--- config.mk ---
export PLATFORM = sky130hd
export DESIGN_NAME = sram_dac_player_flat
export DESIGN_NICKNAME = d
export VERILOG_FILES = /design/src/rtl/sram_dac_player_if.sv /design/src/rtl/sram_dac_player.sv /design/src/flat_wrapper.sv
export SDC_FILE = /design/constraint.sdc
export NUM_CORES = 1
export LEC_CHECK = 0
export CORE_MARGIN = 2
export CORE_UTILIZATION = 35
export CTS_CLUSTER_SIZE = 10
export DETAILED_ROUTE_END_ITERATION = 8
export DONT_BUFFER_PORTS = 1
export PLACE_DENSITY_LB_ADDON = 0.15
export SYNTH_ARGS = -nofsm -noshare
export SYNTH_HDL_FRONTEND = slang
export SYNTH_SLANG_ARGS = --single-unit
--- constraint.sdc ---
create_clock -name i_clk -period 42.4 [get_ports i_clk]
set_clock_uncertainty 0.1 [all_clocks]
set_input_delay 4.24 -clock i_clk [delete_from_list [all_inputs] [get_ports i_clk]]
set_output_delay 4.24 -clock i_clk [all_outputs]
set_load 0.05 [all_outputs]
--- src/rtl/sram_dac_player_if.sv ---
// sram_dac_player_if: SRAM read port between the playback engine and the SRAM.
//   SRAM_ADDR  read word address                          (master -> slave)
//   SRAM_OE_N  output enable, active low                  (master -> slave)
//   SRAM_DQ    read data, valid one cycle after ADDR/OE   (slave -> master)
interface sram_dac_player_if #(
    parameter int unsigned DATA_W = 16,
    parameter int unsigned ADDR_W = 20
);
    logic [ADDR_W-1:0] SRAM_ADDR;
    logic              SRAM_OE_N;
    logic [DATA_W-1:0] SRAM_DQ;

    modport master (output SRAM_ADDR, output SRAM_OE_N, input SRAM_DQ);
    modport slave  (input SRAM_ADDR, input SRAM_OE_N, output SRAM_DQ);
endinterface

--- src/rtl/sram_dac_player.sv ---
// sram_dac_player: reads 16-bit mono samples from SRAM between a start and end address,
// applies fast (skip N) or slow (hold / linear interpolation over N frames) playback and
// serializes each sample MSB first onto DACDAT, I2S-style, in both LRCK halves.
// Ports:
//   i_clk, i_rst        BCLK and asynchronous active-high reset
//   i_play              level, 1 = run, 0 = stop at once
//   i_start_pos/end_pos inclusive address range, latched on play start
//   i_speed             [3] slow, [2:0] N-1;  i_intpol selects interpolation in slow mode
//   i_DACLRCK           codec frame clock, 0 = left half
//   sram                SRAM read port (address, output enable, data)
//   o_DACDAT            serial sample;  o_pos current address;  o_done end-of-range pulse
module sram_dac_player #(
    parameter int unsigned DATA_W = 16,
    parameter int unsigned ADDR_W = 20
) (
    input  logic              i_clk,
    input  logic              i_rst,
    input  logic              i_play,
    input  logic [ADDR_W-1:0] i_start_pos,
    input  logic [ADDR_W-1:0] i_end_pos,
    input  logic [3:0]        i_speed,
    input  logic              i_intpol,
    input  logic              i_DACLRCK,
    sram_dac_player_if.master sram,
    output logic              o_DACDAT,
    output logic [ADDR_W-1:0] o_pos,
    output logic              o_done
);
    localparam int unsigned PW = DATA_W + 24;
    localparam logic signed [PW-1:0] SMAX = {{(PW-DATA_W+1){1'b0}}, {(DATA_W-1){1'b1}}};
    localparam logic signed [PW-1:0] SMIN = {{(PW-DATA_W+1){1'b1}}, {(DATA_W-1){1'b0}}};

    typedef enum logic [2:0] {S_IDLE, S_WAIT, S_RD0, S_RD1, S_RD2, S_CALC} state_t;

    state_t            state_q;
    logic              lrck_d;
    logic [ADDR_W-1:0] pos_q, end_q, addr_q;
    logic [2:0]        k_q, n_q;
    logic              slow_q, oe_n_q, done_q;
    logic              finish_q;  // range exhausted, leave at the next frame edge
    logic              halted_q;  // finished, wait for i_play to drop before restarting
    logic [DATA_W-1:0] cur_q, nxt_q, out_q, held_q, shift_q;

    // 1/N in 0.16 fixed point for N = 1..8
    function automatic logic [16:0] recip(input logic [2:0] nm1);
        case (nm1)
            3'd0:    return 17'd65536;
            3'd1:    return 17'd32768;
            3'd2:    return 17'd21845;
            3'd3:    return 17'd16384;
            3'd4:    return 17'd13107;
            3'd5:    return 17'd10923;
            3'd6:    return 17'd9362;
            default: return 17'd8192;
        endcase
    endfunction

    logic fall_edge, rise_edge;
    assign fall_edge = lrck_d & ~i_DACLRCK;
    assign rise_edge = ~lrck_d & i_DACLRCK;

    // Linear interpolation: cur + floor(diff * k / N), saturated
    logic signed [DATA_W-1:0] cur_s, nxt_s;
    logic signed [DATA_W:0]   diff;
    logic signed [PW-1:0]     diff_w, k_w, r_w, prod, sum;
    logic [DATA_W-1:0]        interp_out, calc_out;
    assign cur_s  = cur_q;
    assign nxt_s  = nxt_q;
    assign diff   = (DATA_W+1)'(nxt_s) - (DATA_W+1)'(cur_s);
    assign diff_w = PW'(diff);
    assign k_w    = PW'(k_q);
    assign r_w    = PW'(recip(n_q));
    assign prod   = diff_w * k_w * r_w;
    assign sum    = PW'(cur_s) + (prod >>> 16);
    assign interp_out = (sum > SMAX) ? SMAX[DATA_W-1:0] :
                        (sum < SMIN) ? SMIN[DATA_W-1:0] : sum[DATA_W-1:0];
    assign calc_out = (slow_q && i_intpol) ? interp_out : cur_q;

    // Position arithmetic one bit wider so the end test never wraps
    logic [ADDR_W:0] pos_p1, pos_fast, pos_new, end_ext;
    logic [3:0]      k_next, n_val;
    logic            slow_wrap, past_end;
    assign end_ext   = {1'b0, end_q};
    assign pos_p1    = {1'b0, pos_q} + (ADDR_W+1)'(1);
    assign pos_fast  = {1'b0, pos_q} + (ADDR_W+1)'(n_q) + (ADDR_W+1)'(1);
    assign k_next    = {1'b0, k_q} + 4'd1;
    assign n_val     = {1'b0, n_q} + 4'd1;
    assign slow_wrap = (k_next == n_val);
    assign pos_new   = !slow_q ? pos_fast : (slow_wrap ? pos_p1 : {1'b0, pos_q});
    assign past_end  = (pos_new > end_ext);

    always_ff @(posedge i_clk or posedge i_rst) begin
        if (i_rst) begin
            state_q  <= S_IDLE;
            lrck_d   <= 1'b0;
            pos_q    <= '0;
            end_q    <= '0;
            addr_q   <= '0;
            k_q      <= '0;
            n_q      <= '0;
            slow_q   <= 1'b0;
            oe_n_q   <= 1'b1;
            done_q   <= 1'b0;
            finish_q <= 1'b0;
            halted_q <= 1'b0;
            cur_q    <= '0;
            nxt_q    <= '0;
            out_q    <= '0;
            held_q   <= '0;
            shift_q  <= '0;
        end else begin
            lrck_d  <= i_DACLRCK;
            done_q  <= 1'b0;
            shift_q <= {shift_q[DATA_W-2:0], 1'b0};
            if (!i_play) begin
                state_q  <= S_IDLE;
                oe_n_q   <= 1'b1;
                shift_q  <= '0;
                finish_q <= 1'b0;
                halted_q <= 1'b0;
            end else begin
                // Left half latches the sample; right half replays the same one
                if (state_q != S_IDLE) begin
                    if (fall_edge) begin
                        shift_q <= out_q;
                        held_q  <= out_q;
                    end else if (rise_edge) begin
                        shift_q <= held_q;
                    end
                end
                case (state_q)
                    S_IDLE: begin
                        if (!halted_q) begin
                            if (i_start_pos > i_end_pos) begin
                                done_q   <= 1'b1;
                                halted_q <= 1'b1;
                            end else begin
                                pos_q    <= i_start_pos;
                                end_q    <= i_end_pos;
                                k_q      <= '0;
                                out_q    <= '0;
                                finish_q <= 1'b0;
                                state_q  <= S_WAIT;
                            end
                        end
                    end
                    S_WAIT: begin
                        if (fall_edge) begin
                            if (finish_q) begin
                                finish_q <= 1'b0;
                                halted_q <= 1'b1;
                                state_q  <= S_IDLE;
                            end else begin
                                n_q     <= i_speed[2:0];
                                slow_q  <= i_speed[3];
                                if (i_speed[2:0] != n_q) k_q <= '0;
                                addr_q  <= pos_q;
                                oe_n_q  <= 1'b0;
                                state_q <= S_RD0;
                            end
                        end
                    end
                    S_RD0: begin
                        addr_q  <= pos_p1[ADDR_W-1:0];
                        state_q <= S_RD1;
                    end
                    S_RD1: begin
                        cur_q   <= sram.SRAM_DQ;
                        state_q <= S_RD2;
                    end
                    S_RD2: begin
                        // Past the end there is no next sample: interpolate towards cur
                        nxt_q   <= (pos_p1 > end_ext) ? cur_q : sram.SRAM_DQ;
                        oe_n_q  <= 1'b1;
                        state_q <= S_CALC;
                    end
                    S_CALC: begin
                        out_q <= calc_out;
                        pos_q <= pos_new[ADDR_W-1:0];
                        if (slow_q) k_q <= slow_wrap ? 3'd0 : k_next[2:0];
                        if (past_end) begin
                            done_q   <= 1'b1;
                            finish_q <= 1'b1;
                        end
                        state_q <= S_WAIT;
                    end
                    default: state_q <= S_IDLE;
                endcase
            end
        end
    end

    assign sram.SRAM_ADDR = addr_q;
    assign sram.SRAM_OE_N = oe_n_q;
    assign o_DACDAT       = shift_q[DATA_W-1];
    assign o_pos          = pos_q;
    assign o_done         = done_q;
endmodule
--- src/flat_wrapper.sv ---
// flat-port wrapper written by rule: the top's interface ports become plain ports
module sram_dac_player_flat 
#(
    parameter int unsigned DATA_W = 16,
    parameter int unsigned ADDR_W = 20
)
  (i_clk, i_rst, i_play, i_start_pos, i_end_pos, i_speed, i_intpol, i_DACLRCK, o_DACDAT, o_pos, o_done, sram_SRAM_ADDR, sram_SRAM_OE_N, sram_SRAM_DQ);
  sram_dac_player_if #(.DATA_W(DATA_W), .ADDR_W(ADDR_W)) sram_i ();
  input  logic i_clk;
  input  logic i_rst;
  input  logic i_play;
  input  logic [ADDR_W-1:0] i_start_pos;
  input  logic [ADDR_W-1:0] i_end_pos;
  input  logic [3:0] i_speed;
  input  logic i_intpol;
  input  logic i_DACLRCK;
  output logic o_DACDAT;
  output logic [ADDR_W-1:0] o_pos;
  output logic o_done;
  output wire logic [$bits(sram_i.SRAM_ADDR)-1:0] sram_SRAM_ADDR;
  output wire logic [$bits(sram_i.SRAM_OE_N)-1:0] sram_SRAM_OE_N;
  input wire logic [$bits(sram_i.SRAM_DQ)-1:0] sram_SRAM_DQ;
  assign sram_SRAM_ADDR = sram_i.SRAM_ADDR;
  assign sram_SRAM_OE_N = sram_i.SRAM_OE_N;
  assign sram_i.SRAM_DQ = sram_SRAM_DQ;
  sram_dac_player #(.DATA_W(DATA_W), .ADDR_W(ADDR_W)) u_core (.i_clk(i_clk), .i_rst(i_rst), .i_play(i_play), .i_start_pos(i_start_pos), .i_end_pos(i_end_pos), .i_speed(i_speed), .i_intpol(i_intpol), .i_DACLRCK(i_DACLRCK), .sram(sram_i), .o_DACDAT(o_DACDAT), .o_pos(o_pos), .o_done(o_done));
endmodule
Yosys cells after proc, flatten, opt, wreduce, memory -nomap -nowiden
Cells that the tools add are included.
Word-level totals
  word-level logic and storage cells: 139
  ROM bits: 0
  output and inout bits: 43
  memories kept: 0
  bits of input ports: 65
  latch bits: 0
  bits in writable memories: 0
  register bits after elaboration: 155
Cells by class
  multipliers: 2
  shift operators: 0
  add/sub/neg operators: 7
  $lt $le $gt $ge: 5
  eq/ne operators: 28
  reductions and logical operators: 19
  muxes and demuxes: 54
  divide/modulo/power cells: 0
  bitwise gates (word level): 7
Operators by type and width (number)
  two-way mux 16 bit: 10
  case mux 17 bit (7 select lines): 1
  two-way mux 20 bit: 4
  case mux 20 bit (2 select lines): 2
  > comparator 21 x 20 -> 1 bit: 2
  two-way mux 21 bit: 2
  > comparator 40 x 16 -> 1 bit (second input constant): 1
  less-than comparator 40 x 16 -> 1 bit (second input constant): 1
  multiplier 21 x 18 -> 39 bit: 1
  two-way mux 3 bit: 11
  case mux 16 bit (2 select lines): 1
  adder 16 x 24 -> 25 bit: 1
  adder 20 x 1 -> 21 bit (second input constant): 1
  adder 20 x 3 -> 21 bit: 1
  adder 21 x 1 -> 21 bit (second input constant): 1
  multiplier 17 x 4 -> 21 bit: 1
  > comparator 20 bit: 1
  case mux 3 bit (6 select lines): 1
  subtractor 16 x 16 -> 17 bit: 1
  two-way mux 1 bit: 16
  AND reduction 4 bit: 4
  == test 3 bit (second input constant): 5
  == test 3 x 2 -> 1 bit (second input constant): 4
  AND reduction 3 bit: 4
  23 further kinds: 45

Depth between registers and ports, before layout
Gate-level depths: netlist of the first run.
  word-level depth: 9
  depth in mapped cells: 65
  gate-level depth less buffers: 63

Worst setup path before layout of the first run
Ideal clock, no wire load.
  path kind: register to register
  from: register u_core.cur_q[0]
  to: register u_core.out_q[1]
  period minus slack after synthesis: 13.549 ns
  path buffers: 2
  stages on the path, launching flop included: 54
  slack: 28.851 ns
  required time: 42.220 ns
  data arrival time: 13.369 ns
  cells stage by stage: dfrtp_1 > ha_1 > fa_1 > nor2b_1 > o21ai_0 > a21boi_0 > o21ai_0 > a21boi_0 > o21ai_0 > a21boi_0 > o21ai_0 > a211oi_1 > a41oi_1 > a32o_1 > ha_1 > fa_1 > ha_1 > and3_1 > [18 not listed] > nor2_1 > a31o_2 > o21a_1 > nor3_1 > nor2_1 > ha_1 > and2_1 > o311a_1 > and4b_1 > buf_6 > o211a_1 > or3_1 > a21oi_2 > nand3_1 > a22o_4 > buf_6 > or3_1 > o211ai_2
Between the ends
  word-level cells in the longest chain between the ends: 9
  elaborated cells on any way between the ends: 10
  those cells by class: add/sub (2); mul (2); order compare (2); mux (4)
RTL lines
  from (decl): line sram_dac_player.sv:42  | logic [DATA_W-1:0] cur_q, nxt_q, out_q, held_q, shift_q;
  from (signal assigned): line sram_dac_player.sv:168  | cur_q <= sram.SRAM_DQ;
  subtractor 16 x 16 -> 17 bit: line sram_dac_player.sv:69  | assign diff = (DATA_W+1)'(nxt_s) - (DATA_W+1)'(cur_s);
  multiplier 17 x 4 -> 21 bit: line sram_dac_player.sv:73  | assign prod = diff_w * k_w * r_w;
  multiplier 21 x 18 -> 39 bit: line sram_dac_player.sv:73
  adder 16 x 24 -> 25 bit *: line sram_dac_player.sv:74  | assign sum = PW'(cur_s) + (prod >>> 16);
  less-than comparator 40 x 16 -> 1 bit: line sram_dac_player.sv:76  | (sum < SMIN) ? SMIN[DATA_W-1:0] : sum[DATA_W-1:0];
  two-way mux 16 bit: line sram_dac_player.sv:76
  two-way mux 16 bit *: line sram_dac_player.sv:75  | assign interp_out = (sum > SMAX) ? SMAX[DATA_W-1:0] :
  two-way mux 16 bit *: line sram_dac_player.sv:77  | assign calc_out = (slow_q && i_intpol) ? interp_out : cur_q;
  case mux 16 bit (2 select lines) *: line sram_dac_player.sv:131  | case (state_q)
  to (signal assigned): line sram_dac_player.sv:178  | out_q <= calc_out;
  to (decl): line sram_dac_player.sv:42
Mark *: on every way between the ends. The rest lies on a longest branch, timed or not.
A chain may end at the register's enable or synchronous reset.

Final worst setup path of the first run
  from: register u_core.cur_q[0]
  to: register u_core.out_q[11]
Same word-level chain as after synthesis.

==> impl_metrics.tcl, run 1 <==
set metrics [dict create \
    whs_ns 0.377 \
    grt.busiest_layer "met2" \
    n_antenna_cell 0 \
    synth_area_leader_cell "fa_1" \
    maxCapViolCount 0 \
    fin_util_pct 37.5 \
    clock-root-buffer "clkbuf_16" \
    antenna_found_initial 0 \
    htreeDepth 4 \
    vdd_drop_max_uv 35.6 \
    cp_slowest_cell "xor2_1" \
    switching_power_uw 491 \
    p_per_area_mw_per_mm2 33.7 \
    rrSetupSlack_ns 26.67 \
    ant_nets 0 \
    gr-usage-met3_pct 2.36 \
    fp.dieW_um 276 \
    die_h_um 276 \
    drive_gt1_share_pct 3.41 \
    worstSetupPathType "register to register" \
    synthArstFlopShare_pct 100 \
    synth_flop_cell "dfrtp_1" \
    ys_top_cells_by_count "588 x inv_1, 370 x nand2_1, 365 x fa_1" \
    cp_max_fo 16 \
    syn_nets 3698 \
    postSynthAreaPerCell_um2 8.55 \
    hpwlAfterDp_um 62100 \
    area_delta_synth_final_pct 5.88 \
    cp_common_cell "fa_1" \
    vias 20000 \
    post-route-min-period_ns 15.73 \
    drc 0 \
    cp_slowest_stage_delay_ns 0.95 \
    grt_util_all_layers_pct 20.3 \
    slew_violations 0 \
    final_cell_area_mm2 0.0274 \
    worstReg2RegEnd "u_core.out_q[11]" \
    start_util_pct 35.4 \
    via_per_inst 5.11 \
    yosys_warnings 0 \
    crit_required_ns 42.58 \
    nets 3627 \
    arrival_ns 15.90 \
    ys_types 81 \
    r2r_start "u_core.cur_q[0]" \
    cts_buffer_depth 2 \
    seq_area_frac_synth_pct 15.0 \
    hold_depth 2 \
    p_seq_share_pct 32.3 \
    timing.setup.tns_ns 0 \
    place_congestion 0.895 \
    die_area_mm2 0.0760 \
    dp_cells 3890 \
    grt.met1_usage_pct 27.4 \
    comb_power_share_pct 51.1 \
    rows 99 \
    synth_edf_count 0 \
    cts_tree "done" \
    whs_endpoint "u_core.held_q[1]" \
    wirelength_um 74300 \
    place_area_mm2 0.0268 \
    synth-seq-cells 155 \
    netlist_top_cells_area "fa_1 28%, dfrtp_1 15%, ha_1 12%" \
    globalRouteOverflowTotal 0 \
    grt_pass1_wl_um 120000 \
    path_clk_slew_ns 0.07 \
    p_total_uw 923 \
    ctsResizeCount 0 \
    cts_hold_buf 0 \
    slew_headroom_pct 11.7 \
    worst_setup_path_start_kind "register" \
    setup_violations 0 \
    r2r.worst_path.cells 51 \
    p_int_uw 432 \
    io_pins 108 \
    hold_path_class "register to register" \
    met2_usage_pct 34.6 \
    syn_inst 3021 \
    fin_cells 3922 \
    io_buffers 0 \
    p_leak_nw 14.1 \
    post-synth-top-count-cell "inv_1" \
    cp-end-kind "register" \
    post-route-period-util_pct 37.1 \
    wl_per_cell_um 19.0 \
    rsz0062_at_grt "no" \
    status "finished, final reports clean" \
    p_clk_share_pct 16.6 \
    switching_share_pct 53.2 \
    cts_sinks 155 \
    max_freq_ghz 0.0636 \
    pre_cts_ws_ns 26.62 \
    fin_ws_ns 26.67 \
    core_area_mm2 0.0730 \
    tightest_slew_ns 1.32 \
    synth_top_cell_area_share_pct 28.3 \
    hold_viol_final 0 \
    cts_made_buffers 17 \
    syn-cell-area_mm2 0.0258 \
    grt_pass1_vias 21300 \
    clkLatencyLatePin_ns 0.44 \
    drt_pass1_iterations 6 \
    drt_iter0_drc 1239 \
    min_from "u_core.held_q[1]" \
    grt_max_degree 81 \
    postCtsSetupBuffers 0 \
]
[critical path, delay by kind of cell, from the launching register on]
kind                       cells  cell delay, ns
buffers and inverters          4            0.32
and+or+nand+nor                7            1.51
xor gates and xnor gates       2            1.07
AOI/OAI and AO/OA             25            5.88
DFF                            1            0.45
adders and majority gates     13            6.22
[metal layers]
metal	wire (um)	part of all wire [%]
met3	3470	4.7
met5	0	0
met1	32600	44
met2	36300	49
met4	1920	2.6
[power groups by stage]
stage,clock (mW),combinational (mW),sequential (mW)
2_1_floorplan,0,0.349,0.268
3_3_place_gp,0,0.463,0.300
3_5_place_dp,0,0.468,0.302
4_1_cts,0.156,0.470,0.299
5_1_grt,0.163,0.530,0.305
6_report,0.153,0.472,0.298
[area by class of cell]
cell class	instances	area, um2
Fill cell	7532	45600
Multi-Input combinational cell	2163	19300
Sequential cell	155	3880
Inverter	589	2220
Tap cell	959	1200
Clock buffer	21	460
Timing Repair Buffer	24	180
Clock inverter	11	109
[worst max path at each step]
stage | cells past startpoint | slack (ns) | to | startpoint
2_1_floorplan | 53 | 28.85 | u_core.out_q[1] | u_core.cur_q[0]
3_3_place_gp | 54 | 26.72 | u_core.out_q[0] | u_core.cur_q[0]
3_5_place_dp | 54 | 26.62 | u_core.out_q[11] | u_core.cur_q[0]
4_1_cts | 54 | 26.53 | u_core.out_q[11] | u_core.cur_q[0]
5_1_grt | 58 | 25.11 | u_core.out_q[11] | u_core.cur_q[0]
6_report | 51 | 26.67 | u_core.out_q[11] | u_core.cur_q[0]
[layout by cell type (no fill, tap or decap), types with 17 or more instances in the layout]
cell type  netlist  final
a21o_1          56     56
a21oi_1         97     97
a31oi_1         27     27
and2_1          80     80
and3_1          21     21
buf_4            1     24
clkbuf_16        0     17
dfrtp_1        154    154
fa_1           365    365
ha_1           247    247
inv_1          588    587
mux2_2          19     19
mux2i_1         18     18
nand2_1        370    370
nand3_1         46     46
nand4_1         23     23
nor2_1         198    198
nor2b_1         43     43
nor3_1          36     36
o211ai_1        21     21
o21a_1          24     24
o21ai_0        130    130
or3_1           19     19
xnor2_1         94     94
xor2_1          53     53
[flip-flops by register name, indices dropped and copies added, names as in the netlist]
signal and flops:
u_core.halted_q 1, u_core.shift_q 16, u_core.held_q 16, u_core.nxt_q 16, u_core.sram.SRAM_ADDR 20, u_core.state_q 3, u_core.n_q 3, u_core.finish_q 1
u_core.lrck_d 1, u_core.out_q 16, u_core.end_q 20, u_core.o_pos 20, u_core.o_done 1, u_core.k_q 3, u_core.cur_q 16, u_core.slow_q 1
u_core.sram.SRAM_OE_N 1
[kinds of logic after synthesis]
kind of cell / Yosys count / synth area share, %
AND/OR/NAND/NOR: 897 / 16.1
buffers and inverters: 703 / 10.3
adder cells (fa/ha/maj): 617 / 40.4
AO/OA/AOI/OAI: 465 / 11.6
flip-flops: 155 / 15.0
XOR/XNOR: 147 / 4.98
multiplexers: 37 / 1.53
Note: power is estimated with default switching activity, not from simulation.
==> run 2, diff against run 1 <==
==> constraint.sdc (replaced) <==
create_clock -name i_clk -period 14.15 [get_ports i_clk]
set_clock_uncertainty 0.1 [all_clocks]
set_input_delay 1.415 -clock i_clk [delete_from_list [all_inputs] [get_ports i_clk]]
set_output_delay 1.415 -clock i_clk [all_outputs]
set_load 0.05 [all_outputs]
==> run 2 against run 1 <==
Compared with the run above: design area is 2.8% higher; clock power grew to 3.0 times the previous value; non-clock buffer count is 71 higher; cell count up 1.8%; global-route usage grew 0.67 points; utilization rose by 1.1 points; sequential power rose to 3.0 times the previous value.
==> impl_metrics.tcl, run 2 (synthesis results as in run 1) <==
set metrics [dict create \
    status "finished, final reports clean" \
    cp_max_fo 6 \
    area_delta_synth_final_pct 8.86 \
    cts_tree "done" \
    core_area_mm2 0.0730 \
    nets 3699 \
    post-route-period-util_pct 94.5 \
    timing.setup.tns_ns 0 \
    rows 99 \
    wl_per_cell_um 19.4 \
    cts_buffer_depth 2 \
    vias 20300 \
    vdd_drop_max_uv 133 \
    fin_util_pct 38.5 \
    io_buffers 0 \
    post-route-min-period_ns 13.38 \
    p_per_area_mw_per_mm2 101 \
    grt_max_degree 87 \
    cp_slowest_cell "fa_1" \
    hold_depth 2 \
    n_antenna_cell 0 \
    die_area_mm2 0.0760 \
    max_freq_ghz 0.0748 \
    globalRouteOverflowTotal 0 \
    place_congestion 0.933 \
    grt_pass1_vias 21600 \
    ant_nets 0 \
    p_leak_nw 14.6 \
    hold_viol_final 0 \
    gr-usage-met3_pct 2.89 \
    cp_slowest_stage_delay_ns 0.53 \
    slew_headroom_pct 23.2 \
    htreeDepth 4 \
    setup_violations 0 \
    path_clk_slew_ns 0.07 \
    grt.met1_usage_pct 27.4 \
    fin_cells 3993 \
    drc 0 \
    clkLatencyLatePin_ns 0.44 \
    cp-end-kind "register" \
    clock-root-buffer "clkbuf_16" \
    dp_cells 3947 \
    grt_pass1_wl_um 123000 \
    crit_required_ns 14.40 \
    drt_pass1_iterations 5 \
    cts_sinks 155 \
    layout_commonest_cell "inv_1" \
    cp_common_cell "inv_1" \
    whs_ns 0.380 \
    maxCapViolCount 0 \
    grt_util_all_layers_pct 21.0 \
    arrival_ns 13.63 \
    cts_made_buffers 17 \
    start_util_pct 35.4 \
    drive_gt1_share_pct 7.38 \
    wirelength_um 77300 \
    via_per_inst 5.08 \
    tightest_slew_ns 1.15 \
    slew_violations 0 \
    die_h_um 276 \
    cts_hold_buf 0 \
    fp.dieW_um 276 \
    io_pins 108 \
    hpwlAfterDp_um 64000 \
    final_cell_mix "585 x inv_1, 369 x nand2_1, 363 x fa_1, 242 x ha_1, 197 x nor2_1" \
    r2r.worst_path.cells 60 \
    p_total_mw 2.85 \
    worst_setup_path_start_kind "register" \
    hold_path_class "register to register" \
    worstSetupPathType "register to register" \
    met2_usage_pct 36.4 \
    drt_iter0_drc 1107 \
    antenna_found_initial 0 \
    grt.busiest_layer "met2" \
]
[run 2: cell count changes in the layout (fill, tap and decap cells not counted), sizes merged]
cell,change
clkinv,+2
a22o,+1
clkbuf,-2
inv,-2
clkinvlp,+1
buf,+71
[run 2: worst max-delay path: cells and delay by family, from the launching register on]
family / cells / cell delay, ns
adders and majority gates: 12 / 5.05
AOI/OAI and AO/OA: 20 / 3.58
and+or+nand+nor: 13 / 2.52
buffers and inverters: 12 / 1.16
DFF: 1 / 0.45
xor gates and xnor gates: 3 / 0.43
[run 2: worst paths after layout]
| check | from | to | slack [ns] |
|---|---|---|---|
| setup / recovery | u_core.cur_q[1] | u_core.out_q[9] | 0.77 |
| hold / removal | u_core.held_q[15] | u_core.held_q[15] | 0.38 |
| setup reg to reg | u_core.cur_q[1] | u_core.out_q[9] | 0.77 |
| hold reg to reg | u_core.held_q[15] | u_core.held_q[15] | 0.38 |
| max in group asynchronous | i_rst | u_core.out_q[13] | 11.60 |
| min in group asynchronous | i_rst | u_core.end_q[14] | 0.92 |
[run 2: cell type report]
| cell class | count | area [um2] |
|---|---|---|
| well taps | 959 | 1200 |
| inverters | 589 | 2220 |
| clock inverters | 12 | 118 |
| multi-input cells | 2164 | 19500 |
| repair buffers | 95 | 726 |
| fillers | 7490 | 44800 |
| clock buffers | 19 | 443 |
| flip-flops and latches | 155 | 3880 |
[run 2: per-layer routing]
metal / routed length, um / part of all wire [%]
met5: 0 / 0
met4: 2030 / 2.6
met3: 2910 / 3.8
met2: 38200 / 49
met1: 34100 / 44
[run 2: where the power goes]
group	internal (mW)	switching (mW)
logic	0.540	0.955
clock network	0.248	0.205
registers	0.548	0.355
[run 2: timing repair]
action                     CTS  global route
setup endpoints to repair    0            16
buffers inserted             0            14
resized for setup            0            68
[run 2: metrics by stage]
| stage | worst slack, ns | cell area, um2 |
|---|---|---|
| finish | 0.773 | 28100 |
| global route | -0.108 | 28100 |
| CTS | 0.0253 | 27800 |
| detailed placement | 0.109 | 27200 |
| global placement | 0.297 | 27200 |
| floorplan | 0.601 | 25800 |
==> run 3, diff against run 2 <==
--- a/config.mk
+++ b/config.mk
@@ -7,6 +7,7 @@
 export LEC_CHECK = 0
 export CORE_MARGIN = 2
 export CORE_UTILIZATION = 35
+export CTS_BUF_LIST = sky130_fd_sc_hd__clkbuf_16
 export CTS_CLUSTER_SIZE = 10
 export DETAILED_ROUTE_END_ITERATION = 8
 export DONT_BUFFER_PORTS = 1
==> run 3 against run 2 <==
Compared with the run above: register-to-register slack got worse by 0.05 ns; power decreased by 0.12%; sequential power about the same; cell count unchanged; sequential share of layout area about the same; clock power decreased by 0.9%; sequential cell count unchanged; first-iteration DRC count increased by 5.0%; global-route usage about the same; via count increased by 0.45%.
==> impl_metrics.tcl, run 3 (synthesis results as in run 1) <==
set metrics [dict create \
    setup_violations 0 \
    place_congestion 0.933 \
    slew_violations 0 \
    drt_pass1_iterations 5 \
    n_antenna_cell 0 \
    fin_ws_ns 0.726 \
    arrival_ns 13.68 \
    clock-root-buffer "clkbuf_16" \
    fin_util_pct 38.5 \
    antenna_found_initial 0 \
    die_h_um 276 \
    p_seq_share_pct 31.7 \
    globalRouteOverflowTotal 0 \
    timing.setup.tns_ns 0 \
    hpwlAfterDp_um 64000 \
    cp_slowest_stage_delay_ns 0.59 \
    vias 20400 \
    p_total_mw 2.85 \
    tightest_slew_ns 1.15 \
    p_int_mw 1.33 \
    critical_path.top_delay_family "adder cells" \
    cts_sinks 155 \
    critical_path_buf_inv_count 10 \
    final_cell_area_mm2 0.0281 \
    start_util_pct 35.4 \
    cts_tree "done" \
    maxCapViolCount 0 \
    cp-end-kind "register" \
    place_area_mm2 0.0272 \
    wirelength_um 77400 \
    crit_required_ns 14.40 \
    post-route-period-util_pct 94.9 \
    pre_cts_ws_ns 0.109 \
    slew_headroom_pct 23.5 \
    nets 3699 \
    core_area_mm2 0.0730 \
    cp_max_fo 6 \
    grt_max_degree 87 \
    whs_ns 0.381 \
    final_cell_mix "586 x inv_1, 369 x nand2_1, 363 x fa_1, 242 x ha_1, 197 x nor2_1" \
    hold_path_class "register to register" \
    grt_util_all_layers_pct 21.0 \
    rows 99 \
    ant_nets 0 \
    area_delta_synth_final_pct 8.82 \
    r2r.worst_path.cells 63 \
    p_per_area_mw_per_mm2 101 \
    cts_buffer_depth 2 \
    status "finished, final reports clean" \
    dp_cells 3947 \
    switching_share_pct 53.3 \
    worstSetupPathType "register to register" \
    io_buffers 0 \
    die_area_mm2 0.0760 \
    drive_gt1_share_pct 7.35 \
    worst_setup_path_start_kind "register" \
    cts_hold_buf 0 \
    htreeDepth 4 \
    vdd_drop_max_uv 133 \
    clkLatencyLatePin_ns 0.44 \
    post-route-min-period_ns 13.42 \
    hold_viol_final 0 \
    drc 0 \
    path_clk_slew_ns 0.07 \
    fin_cells 3993 \
    hold_depth 2 \
    cts_made_buffers 17 \
    fp.dieW_um 276 \
    io_pins 108 \
    drt_iter0_drc 1162 \
    cp_slowest_cell "fa_2" \
    path_depth 63 \
    max_freq_ghz 0.0745 \
    via_per_inst 5.10 \
    p_leak_nw 14.6 \
    grt_pass1_vias 21600 \
    switching_power_mw 1.52 \
    wl_per_cell_um 19.4 \
    p_clk_share_pct 15.7 \
    grt_pass1_wl_um 123000 \
    layout_commonest_cell "inv_1" \
    comb_power_share_pct 52.5 \
]
-- run 3: cell count changes in the layout (fill, tap and decap cells not counted) --
cell      previous run  this run
clkinv_1             1         2
inv_1              585       586
clkbuf_8             1         0
clkbuf_1             1         0
-- run 3: area by class of cell --
type / instances / area, um2
tap: 959 / 1200
fill: 7489 / 44800
timing repair buffer: 95 / 726
inverter: 589 / 2220
sequential: 155 / 3880
clock buffer: 17 / 425
multi-input combinational: 2164 / 19500
clock inverter: 14 / 125
-- run 3: timing repair --
item | 4_1_cts | 5_1_grt
endpoints found under the setup margin | 0 | 16
gates resized for setup | 0 | 68
buffers inserted | 0 | 14
-- run 3: power groups by stage --
stage	Sequential (mW)	Combinational, mW	Clock [mW]
floorplan	0.803	1.05	0
global placement	0.909	1.43	0
detailed placement	0.911	1.44	0
CTS	0.903	1.45	0.454
global route	0.924	1.66	0.478
finish	0.903	1.50	0.448
-- run 3: worst paths after layout --
kind,start,slack (ns),to
max,u_core.nxt_q[0],0.73,u_core.out_q[9]
min,u_core.held_q[11],0.38,u_core.held_q[11]
max reg2reg,u_core.nxt_q[0],0.73,u_core.out_q[9]
min reg2reg,u_core.held_q[11],0.38,u_core.held_q[11]
max in group asynchronous,i_rst,11.60,u_core.out_q[13]
min in group asynchronous,i_rst,0.92,u_core.end_q[14]
-- run 3: per-layer routing --
layer / wire length, um / share of wire [%] / GRT usage (%)
met1: 34000 / 44 / 27.4
met2: 38200 / 49 / 36.4
met3: 3000 / 3.9 / 2.86
met4: 2190 / 2.8 / 5.58
met5: 0 / 0 / 0
-- run 3: tightest hold or removal path, stage by stage (launching register included) --
cell and delay, ns:
dfrtp_1 0.34, nand2_1 0.05, nand2_1 0.06
